--- config.mk ---
export PLATFORM = sky130hd
export DESIGN_NAME = mem_walk_ctrl
export DESIGN_NICKNAME = d
export VERILOG_FILES = /design/src/rtl/memtest_pkg.sv /design/src/rtl/adder.sv /design/src/rtl/mem_walk_ctrl.sv
export SDC_FILE = /design/constraint.sdc
export NUM_CORES = 1
export LEC_CHECK = 0
export ABC_CLOCK_PERIOD_IN_PS = 3650
export BUFFER_PORTS_ARGS = -buffer_cell sky130_fd_sc_hd__clkbuf_2
export CAP_MARGIN = 40
export CORE_MARGIN = 8
export CORE_UTILIZATION = 40
export DETAILED_ROUTE_END_ITERATION = 16
export GPL_ROUTABILITY_DRIVEN = 0
export SYNTH_ARGS = -nofsm -noshare
export SYNTH_HDL_FRONTEND = slang
export SYNTH_SLANG_ARGS = --single-unit
--- constraint.sdc ---
create_clock -name i_CLK -period 3.65 [get_ports i_CLK]
set_clock_uncertainty 0.05 [all_clocks]
set_input_delay 0.1825 -clock i_CLK [delete_from_list [all_inputs] [get_ports i_CLK]]
set_output_delay 0.1825 -clock i_CLK [all_outputs]
set_load 0.01 [all_outputs]
--- src/rtl/memtest_pkg.sv ---
// Shared types and limits for the walking-ones memory test sequencer.
package memtest_pkg;
  typedef enum logic [1:0] {IDLE, WRITE, READ, FINISH} t_WALK_STATE;
  localparam logic [7:0] c_ERR_MAX = 8'd255;
endpackage

--- src/rtl/adder.sv ---
// Unsigned adder with carry-out; the carry flags a step past the top of the address space.
module adder #(
  parameter int p_WIDTH = 8
) (
  input  logic [p_WIDTH-1:0] i_A,
  input  logic [p_WIDTH-1:0] i_B,
  output logic [p_WIDTH-1:0] o_SUM,
  output logic               o_OVERFLOW
);
  assign {o_OVERFLOW, o_SUM} = {1'b0, i_A} + {1'b0, i_B};
endmodule

--- src/rtl/mem_walk_ctrl.sv ---
// Walking-ones sequencer: writes a rotating one-hot pattern across a window,
// then reads it back and compares, reporting pass, error count and first failing address.
module mem_walk_ctrl
  import memtest_pkg::*;
#(
  parameter int p_ADDR_WIDTH = 8,
  parameter int p_DATA_WIDTH = 8,
  parameter int p_STRIDE     = 1
) (
  input  logic                    i_CLK,
  input  logic                    i_RST,
  input  logic                    i_START,
  input  logic [p_ADDR_WIDTH-1:0] i_BASE_ADDR,
  input  logic [p_ADDR_WIDTH-1:0] i_LAST_ADDR,
  output logic                    o_BUSY,
  output logic                    o_DONE,
  output logic                    o_PASS,
  output logic [7:0]              o_ERR_COUNT,
  output logic [p_ADDR_WIDTH-1:0] o_FAIL_ADDR,
  output logic                    o_MEM_REQ,
  output logic                    o_MEM_WE,
  output logic [p_ADDR_WIDTH-1:0] o_MEM_ADDR,
  output logic [p_DATA_WIDTH-1:0] o_MEM_WDATA,
  input  logic                    i_MEM_ACK,
  input  logic [p_DATA_WIDTH-1:0] i_MEM_RDATA
);
  localparam logic [p_ADDR_WIDTH-1:0] c_STRIDE = p_ADDR_WIDTH'(p_STRIDE);
  localparam logic [p_DATA_WIDTH-1:0] c_PAT0   = p_DATA_WIDTH'(1);

  t_WALK_STATE             state;
  logic [p_ADDR_WIDTH-1:0] base_q, last_q;
  logic [p_DATA_WIDTH-1:0] pat;
  logic [p_ADDR_WIDTH-1:0] next_addr;
  logic                    next_ovf;

  adder #(.p_WIDTH(p_ADDR_WIDTH)) u_addr_inc (
    .i_A        (o_MEM_ADDR),
    .i_B        (c_STRIDE),
    .o_SUM      (next_addr),
    .o_OVERFLOW (next_ovf)
  );

  logic                    acc_done, pass_end, mismatch;
  logic [p_DATA_WIDTH-1:0] pat_rot;
  logic [7:0]              err_next;

  assign acc_done = o_MEM_REQ & i_MEM_ACK;
  // A carry out means the next step would wrap, so the pass stops at the top of memory.
  assign pass_end = next_ovf | (next_addr > last_q);
  assign pat_rot  = {pat[p_DATA_WIDTH-2:0], pat[p_DATA_WIDTH-1]};
  assign mismatch = (state == READ) & acc_done & (i_MEM_RDATA != pat);
  assign err_next = (mismatch && o_ERR_COUNT != c_ERR_MAX) ? o_ERR_COUNT + 8'd1 : o_ERR_COUNT;

  always_ff @(posedge i_CLK or posedge i_RST) begin
    if (i_RST) begin
      state       <= IDLE;
      base_q      <= '0;
      last_q      <= '0;
      pat         <= '0;
      o_BUSY      <= 1'b0;
      o_DONE      <= 1'b0;
      o_PASS      <= 1'b0;
      o_ERR_COUNT <= '0;
      o_FAIL_ADDR <= '0;
      o_MEM_REQ   <= 1'b0;
      o_MEM_WE    <= 1'b0;
      o_MEM_ADDR  <= '0;
      o_MEM_WDATA <= '0;
    end else begin
      o_DONE <= 1'b0;
      case (state)
        IDLE: begin
          if (i_START) begin
            base_q      <= i_BASE_ADDR;
            last_q      <= i_LAST_ADDR;
            o_ERR_COUNT <= '0;
            o_FAIL_ADDR <= '0;
            o_PASS      <= 1'b0;
            if (i_LAST_ADDR < i_BASE_ADDR) begin
              state <= FINISH;
            end else begin
              state       <= WRITE;
              o_BUSY      <= 1'b1;
              o_MEM_REQ   <= 1'b1;
              o_MEM_WE    <= 1'b1;
              o_MEM_ADDR  <= i_BASE_ADDR;
              o_MEM_WDATA <= c_PAT0;
              pat         <= c_PAT0;
            end
          end
        end
        WRITE: begin
          if (acc_done) begin
            if (pass_end) begin
              // Read pass starts back-to-back with the last write.
              state       <= READ;
              o_MEM_WE    <= 1'b0;
              o_MEM_ADDR  <= base_q;
              o_MEM_WDATA <= '0;
              pat         <= c_PAT0;
            end else begin
              o_MEM_ADDR  <= next_addr;
              o_MEM_WDATA <= pat_rot;
              pat         <= pat_rot;
            end
          end
        end
        READ: begin
          if (acc_done) begin
            o_ERR_COUNT <= err_next;
            if (mismatch && o_ERR_COUNT == '0) o_FAIL_ADDR <= o_MEM_ADDR;
            if (pass_end) begin
              state      <= FINISH;
              o_BUSY     <= 1'b0;
              o_MEM_REQ  <= 1'b0;
              o_MEM_ADDR <= '0;
              o_DONE     <= 1'b1;
              o_PASS     <= (err_next == '0);
            end else begin
              o_MEM_ADDR <= next_addr;
              pat        <= pat_rot;
            end
          end
        end
        FINISH: begin
          // An empty window arrives here without DONE, so it spends one extra cycle raising it.
          if (o_DONE) state <= IDLE;
          else        o_DONE <= 1'b1;
        end
        default: state <= IDLE;
      endcase
    end
  end
endmodule

==> impl_results.md, run 1 <==
- Most common library cell in the layout ignoring fill and taps: clkbuf_2
- Hold Vio Cnt, Final: 0
- Syn. warnings: 0
- TritonCTS Sinks: 62
- Synth Instances: 382
- Startpoint class of the critical path: register
- Crit share post-route: 0.847
- Synth Net Count: 432
- Setup violation total in the final timing report: 0
- Chip Width: 113 um
- CTS tree: yes
- Area of all placed cells without fillers: 0.00446 mm^2
- CTS clk-pin slew, worst paths: 0.07 ns
- Net Sw Frac: 0.435
- Worst setup EP type: register
- Power per Cell Area: 913 mW/mm^2
- Fraction of power consumed by sequential logic: 0.278
- Fmax: 323 MHz
- Endpoint of the worst hold path: last_q[0]
- Register-to-register setup slack: 0.56 ns
- Gr usage total: 0.161
- CTS Buffer Depth: 2
- Number of nets in the layout: 499
- Maximum fanout along the worst path: 16
- Number of distinct library cell variants in the gate-level netlist after synthesis: 61
- Initial drt markers: 184
- Average routed wire per standard cell: 17.1 um
- Proportion of synthesized chip area in sequential cells: 0.416
- Synth Cell Area: 0.00373 mm^2
- Switching power: 1770 uW
- Worst VDD drop: 0.000394 V
- Row Count: 35
- Cell internal power dissipation: 2300 uW
- Area of the die: 0.0127 mm^2
- Endpoint of the most critical register-to-register path: state[1]
- Worst-margin pin slew: 0.806 ns
- Number of storage elements in the synthesis netlist: 62
- Count of placed standard cells including taps: 548
- Clock network fraction of design power: 0.206
- Root buffer selected by CTS: clkbuf_8
- Worst skew pair latency: 0.35 ns
- First-pass GRT wire length: 16.5 mm
- Critical R2R Launch: o_MEM_ADDR[0]
- Drt via density: 5.48
- Standard cell area after detailed placement: 0.00418 mm^2
- Via count of the first global-routing pass: 3147
- Die Span Y: 113 um
- Global-route congestion overflow total: 0
- Share of cells above drive strength 1: 0.256
- Sum Neg Setup Slack: 0 ns
- Top-level port count: 65
- Core Region: 0.00915 mm^2
- Number of antenna violations at the first check in global routing: 0
- Post-route DRC: 0
- Worst path required time: 3.83 ns
- Largest net degree at the start of global routing: 37
- Number of diodes added for antenna fixing: 0
- Initial core utilization: 0.408
- Leakage power summed over all cells: 0.00216 uW
- Final Util: 0.487
- Status: finished, final reports clean
- Port Buffer Count: 64
- # H-tree levels: 3
- Hold Path Cell Cnt: 2
- Worst hold path class: primary input to register
- Combinational group share of total power: 0.517
- Post-synthesis area per instance: 9.77 um^2
- R2r worst-path depth: 9
- Post-DP HPWL: 7.20 mm
- Worst Path Class, Setup: register to register
- Most used cells in the layout excluding fill and tap cells: clkbuf_2 (64), dfrtp_1 (62), nand2_1 (38), inv_1 (37), ha_1 (22)
- Number of routed nets with antenna violations: 0
- Clock buffers created by TritonCTS: 9
- MaxCap Viol Count: 0
- Hold wc startpoint: i_LAST_ADDR[0]
- Post-cts repair resize count: 0
- Number of synthesized flops with an enable pin: 0
- Arrival time of the worst setup path: 3.27 ns
- Top flip-flop cell by instance count after synthesis: dfrtp_1
- Async set-or-reset flop fraction in the synthesized netlist: 1.00
- Slew Limit Headroom: 0.461
- Area overhead of the layout relative to synthesis: 19.4%
- Non-filler instance count after layout: 565
- Max Slew Vio Count: 0
- Total iterations of the first detailed-routing run: 5
- Final wirelength: 9.65 mm
- Final Critical Period: 3.09 ns
- Vias post-DR: 3099
- Unrepaired setup endpoints after global routing: false
==> state kept, by name, indices dropped and copies added, names as in the netlist <==
register     flops
o_MEM_REQ        1
state            2
o_DONE           1
last_q           8
o_ERR_COUNT      8
pat              8
o_MEM_WDATA      8
base_q           8
o_PASS           1
o_FAIL_ADDR      8
o_MEM_WE         1
o_MEM_ADDR       8
==> timing repair <==
item                                   4_1_cts  5_1_grt
endpoints found under the hold margin       32        0
buffers inserted                             0        0
hold buffers                                 1        0
==> synth_stat cells (11+ instances only) <==
| library cell | number | area [um^2] |
|---|---|---|
| a22o_1 | 14 | 123 |
| dfrtp_1 | 62 | 1550 |
| mux2_2 | 11 | 124 |
| mux2i_1 | 11 | 110 |
| nand3_1 | 17 | 85.1 |
| ha_1 | 22 | 275 |
| nand2_1 | 38 | 143 |
| o21ai_0 | 21 | 105 |
| xor2_1 | 11 | 96.3 |
| inv_1 | 38 | 143 |
| nor2_1 | 13 | 48.8 |
| a21oi_1 | 12 | 60.1 |
==> cell families after synthesis <==
group	count (synthesis)	synth area share
AOI/OAI and AO/OA	93	0.184
xor gates and xnor gates	14	0.0328
adders and majority gates	22	0.0737
buffers and inverters	53	0.0576
DFF	62	0.416
muxes	22	0.0627
and+or+nand+nor	116	0.174
==> power by group through the flow <==
stage	combinational, uW	sequential [uW]	clock [uW]
6_report	2100	1130	838
4_1_cts	2120	1130	854
5_1_grt	2330	1170	882
2_1_floorplan	1520	1130	0
3_5_place_dp	2100	1140	0
3_3_place_gp	2070	1130	0
==> cell type report <==
class | instances | area, um^2
clock buffers | 9 | 124
clock inverters | 7 | 146
fillers | 888 | 4690
inverters | 38 | 143
multi-input cells | 267 | 1970
flip-flops and latches | 62 | 1550
well taps | 111 | 139
repair buffers | 71 | 388
==> routing by layer <==
layer	global-route usage	up-vias	part of all wire
li1	-	1519	-
met1	0.214	1503	0.49
met4	0.0540	0	0.0096
met5	0	-	0
met2	0.248	70	0.46
met3	0.0403	7	0.047
==> worst max-delay path, stage by stage, from the launching register on <==
cell and delay, ns:
dfrtp_1 0.49, ha_1 0.27, xor2_1 0.32, ha_1 0.33
and3_4 0.20, a221oi_2 0.34, o2bb2ai_4 0.15, nand2b_4 0.26
o21ai_1 0.21, mux2_2 0.36
==> worst max path at each step <==
| stage | start | end | slack [ns] |
|---|---|---|---|
| 2_1_floorplan | o_MEM_ADDR[0] | state[1] | 0.93 |
| 3_3_place_gp | o_MEM_ADDR[0] | state[1] | 0.67 |
| 3_5_place_dp | o_MEM_ADDR[0] | state[1] | 0.64 |
| 4_1_cts | o_MEM_ADDR[0] | state[1] | 0.60 |
| 5_1_grt | o_MEM_ADDR[0] | state[1] | 0.41 |
| 6_report | o_MEM_ADDR[0] | state[1] | 0.56 |
==> metrics by stage <==
step / setup slack, ns / power (uW) / hold slack (ns)
3_5_place_dp: 0.638 / 3240 / 0.0713
3_3_place_gp: 0.667 / 3200 / 0.379
6_report: 0.559 / 4070 / 0.0254
5_1_grt: 0.409 / 4380 / 0.0164
2_1_floorplan: 0.928 / 2650 / 0.283
4_1_cts: 0.595 / 4100 / 0.00856
Note: power is estimated with default switching activity, not from simulation.
==> run 2, diff against run 1 <==
--- a/config.mk
+++ b/config.mk
@@ -5,7 +5,8 @@
 export SDC_FILE = /design/constraint.sdc
 export NUM_CORES = 1
 export LEC_CHECK = 0
-export ABC_CLOCK_PERIOD_IN_PS = 3650
+export ABC_AREA = 1
+export ABC_CLOCK_PERIOD_IN_PS = 2480
 export BUFFER_PORTS_ARGS = -buffer_cell sky130_fd_sc_hd__clkbuf_2
 export CAP_MARGIN = 40
 export CORE_MARGIN = 8
==> constraint.sdc (replaced) <==
create_clock -name i_CLK -period 2.48 [get_ports i_CLK]
set_clock_uncertainty 0.05 [all_clocks]
set_input_delay 0.124 -clock i_CLK [delete_from_list [all_inputs] [get_ports i_CLK]]
set_output_delay 0.124 -clock i_CLK [all_outputs]
set_load 0.01 [all_outputs]
==> impl_results.md, run 2 <==
- Most used cells in the layout excluding fill and tap cells: nand2_1 (136), clkbuf_2 (64), dfrtp_1 (61), inv_1 (60), buf_4 (34)
- Worst Path Class, Setup: register to register
- Leakage power summed over all cells: 0.00262 uW (+22%)
- Complex-gate fraction of the synthesized area: 0.131 (-0.0530)
- # H-tree levels: 3 (unchanged)
- Crit share post-route: 1.08 (+0.231)
- Top flip-flop cell by instance count after synthesis: dfrtp_1
- Worst setup EP type: register
- Async set-or-reset flop fraction in the synthesized netlist: 1.00 (unchanged)
- Root buffer selected by CTS: clkbuf_8
- R2r worst-path depth: 15 (+6)
- Worst skew pair latency: 0.35 ns (about the same)
- Most frequent cell after synthesis: nand2_1
- Synth Instances: 491 (+29%)
- Register-to-register setup slack: -0.19 ns (-0.75 ns)
- Status: complete, but fails checks
- Vias post-DR: 3539 (+14%)
- Proportion of synthesized chip area in sequential cells: 0.402 (-0.0135)
- Fraction of met2 tracks used by global routing: 0.254 (+0.00613)
- Pre-CTS WS: -0.159 ns (-0.797 ns)
- Number of routed nets with antenna violations: 0 (unchanged)
- Synth Cell Area: 0.00386 mm^2 (+3.4%)
- Worst-margin pin slew: 0.734 ns (-0.0729 ns)
- Main combinational cell family by area after synthesis: simple AND/OR/NAND/NOR gates
- Top-level port count: 65 (unchanged)
- Initial drt markers: 144 (-22%)
- Launch point of the worst path: o_MEM_ADDR[1]
- Share of cells above drive strength 1: 0.307 (+0.0513)
- Startpoint class of the critical path: register
- TritonCTS Sinks: 62 (unchanged)
- Endpoint of the worst hold path: last_q[6]
- Die Span Y: 114 um (+1.4%)
- Most frequent cells after synthesis: nand2_1 (143), inv_1 (63), dfrtp_1 (62)
- Via count of the first global-routing pass: 3445 (+9.5%)
- Core Region: 0.00955 mm^2 (+4.3%)
- First-pass GRT wire length: 16.6 mm (+0.96%)
- Worst path required time: 2.69 ns (-1.14 ns)
- CTS clk-pin slew, worst paths: 0.08 ns (about the same)
- Fmax: 374 MHz (+16%)
- Chip Width: 114 um (+1.4%)
- Syn. warnings: 0 (unchanged)
- Standard cell area after detailed placement: 0.00450 mm^2 (+7.7%)
- Final Util: 0.524 (+0.0368)
- Clock buffers created by TritonCTS: 9 (unchanged)
- Power per Cell Area: 469 mW/mm^2 (-49%)
- CTS Buffer Depth: 2 (unchanged)
- Setup violation total in the final timing report: 21 (+21)
- Average routed wire per standard cell: 13.7 um (-20%)
- Post-route DRC: 0 (unchanged)
- MaxCap Viol Count: 0 (unchanged)
- Final Critical Period: 2.67 ns (-0.419 ns)
- Area leader, netlist: dfrtp_1
- Violations in the final reports: setup timing
- Global-route congestion overflow total: 0 (unchanged)
- Worst hold path class: primary input to register
- Number of nets in the layout: 648 (+30%)
- Number of synthesized flops with an enable pin: 0 (unchanged)
- Post-DP HPWL: 7.65 mm (+6.2%)
- Synth Net Count: 541 (+25%)
- Area share of fa/ha/maj cells after synthesis: 0.0713 (-0.00239)
- Endpoint of the most critical register-to-register path: o_MEM_ADDR[4]
- Hold wc startpoint: i_LAST_ADDR[6]
- Final wirelength: 10.1 mm (+4.2%)
- Unrepaired setup endpoints after global routing: true
- Area overhead of the layout relative to synthesis: 29.6%
- Hold Vio Cnt, Final: 0 (unchanged)
- Multiplexer fraction of the synthesized cell area: 0.00292 (-0.0597)
- Row Count: 36 (+2.9%)
- Post-synthesis area per instance: 7.86 um^2 (-20%)
- Sum Neg Setup Slack: -1.74 ns (-1.74 ns)
- CTS tree: yes
- Final hold slack: 0.000645 ns (-0.0248 ns)
- Port Buffer Count: 64 (unchanged)
- Hold Path Cell Cnt: 3 (+1)
- Gr usage total: 0.160 (-0.00106)
- Maximum fanout along the worst path: 7 (-9)
- Largest net degree at the start of global routing: 34 (-8.1%)
- Number of diodes added for antenna fixing: 0 (unchanged)
- XOR/XNOR share of the synthesized area: 0.0295 (-0.00333)
- Number of antenna violations at the first check in global routing: 0 (unchanged)
- Max Slew Vio Count: 0 (unchanged)
- Met3 routing resource usage after global routing: 0.0401 (-0.000173)
- Yosys top cell area share: 0.402 (-0.0135)
- Worst VDD drop: 0.000297 V (-25%)
- Total iterations of the first detailed-routing run: 8 (+3)
- Arrival time of the worst setup path: 2.88 ns (-0.39 ns)
- Number of distinct library cell variants in the gate-level netlist after synthesis: 37 (-39%)
- Area of all placed cells without fillers: 0.00500 mm^2 (+12%)
- Most area-consuming cells after synthesis: dfrtp_1 (40%), nand2_1 (14%), ha_1 (7.1%)
- Most congested layer reported by global routing: met2
- Drt via density: 4.81 (-12%)
- Slew Limit Headroom: 0.510 (+0.0492)
- Critical R2R Launch: o_MEM_ADDR[1]
- Met1 Usage GRT: 0.204 (-0.00966)
- Share of synthesized cell area in and, or, nand and nor gates: 0.272 (+0.0981)
- Number of storage elements in the synthesis netlist: 62 (unchanged)
- Area of the die: 0.0130 mm^2 (+2.9%)
- Initial core utilization: 0.404 (-0.00384)
- Most common library cell in the layout ignoring fill and taps: nand2_1
- Final Worst Setup Slack: -0.193 ns (-0.751 ns)
run 2: changes by cell type after synthesis, moves of 7 or more:
cell | before | now
nand2_1 | 38 | 143
nor2_1 | 13 | 35
a21oi_1 | 12 | 27
mux2i_1 | 11 | 0
mux2_2 | 11 | 1
o22ai_1 | 2 | 9
nand2_4 | 0 | 8
a31oi_1 | 8 | 0
and2_1 | 7 | 0
o21ai_2 | 0 | 9
o21ai_1 | 3 | 17
a22o_1 | 14 | 0
inv_1 | 38 | 63
run 2: cells by family (layout without fill, tap and decap cells):
kind of cell | count (synthesis) | count (layout)
AO/OA/AOI/OAI | 85 | 85
buffers and inverters | 79 | 191
adder cells (fa/ha/maj) | 22 | 22
multiplexers | 1 | 1
XOR/XNOR | 13 | 13
flip-flops | 62 | 62
AND/OR/NAND/NOR | 229 | 229
run 2: power by group:
part | leakage (uW) | internal (uW) | switching (uW)
combinational | 0.00176 | 122 | 153
clock | 0.000116 | 618 | 410
sequential | 0.000750 | 1020 | 16.4
total | 0.00262 | 1760 | 580
run 2: worst max-delay path by stage:
stage | end | cells past startpoint
after floorplan | pat[2] | 18
after global placement | o_MEM_ADDR[4] | 14
after detailed placement | o_MEM_ADDR[4] | 14
after CTS | pat[2] | 15
after global routing | o_MEM_ADDR[4] | 18
final | o_MEM_ADDR[4] | 15
run 2: stage by stage:
stage / instances / total power [uW]
after global placement: 706 / 1290
after CTS: 730 / 2340
after detailed placement: 706 / 1300
after floorplan: 491 / 1190
final: 736 / 2340
after global routing: 736 / 2440
run 2: layout make-up:
type | count | area, um^2
Tap cell | 133 | 166
Clock buffer | 12 | 155
Multi-Input combinational cell | 350 | 2100
Sequential cell | 62 | 1550
Timing Repair Buffer | 107 | 691
Clock inverter | 4 | 70.1
Inverter | 68 | 267
Fill cell | 948 | 4550
run 2: per-layer routing:
layer / wire length (um) / part of all wire
met4: 148 / 0.015
met2: 4640 / 0.46
met5: 0 / 0
met1: 4610 / 0.46
met3: 652 / 0.065
run 2: critical path, stage by stage (launching register included):
cell and delay [ns]:
dfrtp_1 0.42, nand3_2 0.12, nor2_2 0.11, nand4_1 0.15
xnor2_2 0.19, ha_1 0.32, a21oi_1 0.15, a21boi_2 0.16
nand2_1 0.07, nand2_2 0.09, nand2_4 0.08, buf_4 0.15
buf_8 0.13, o21ai_2 0.11, nand3_1 0.10, a21oi_1 0.17
run 2: timing repair:
item	CTS	global route
setup buffers	2	6
setup endpoints to repair	28	30
resized for setup	13	27
hold buffers	6	0
endpoints found under the hold margin	37	0
pin swaps	6	16
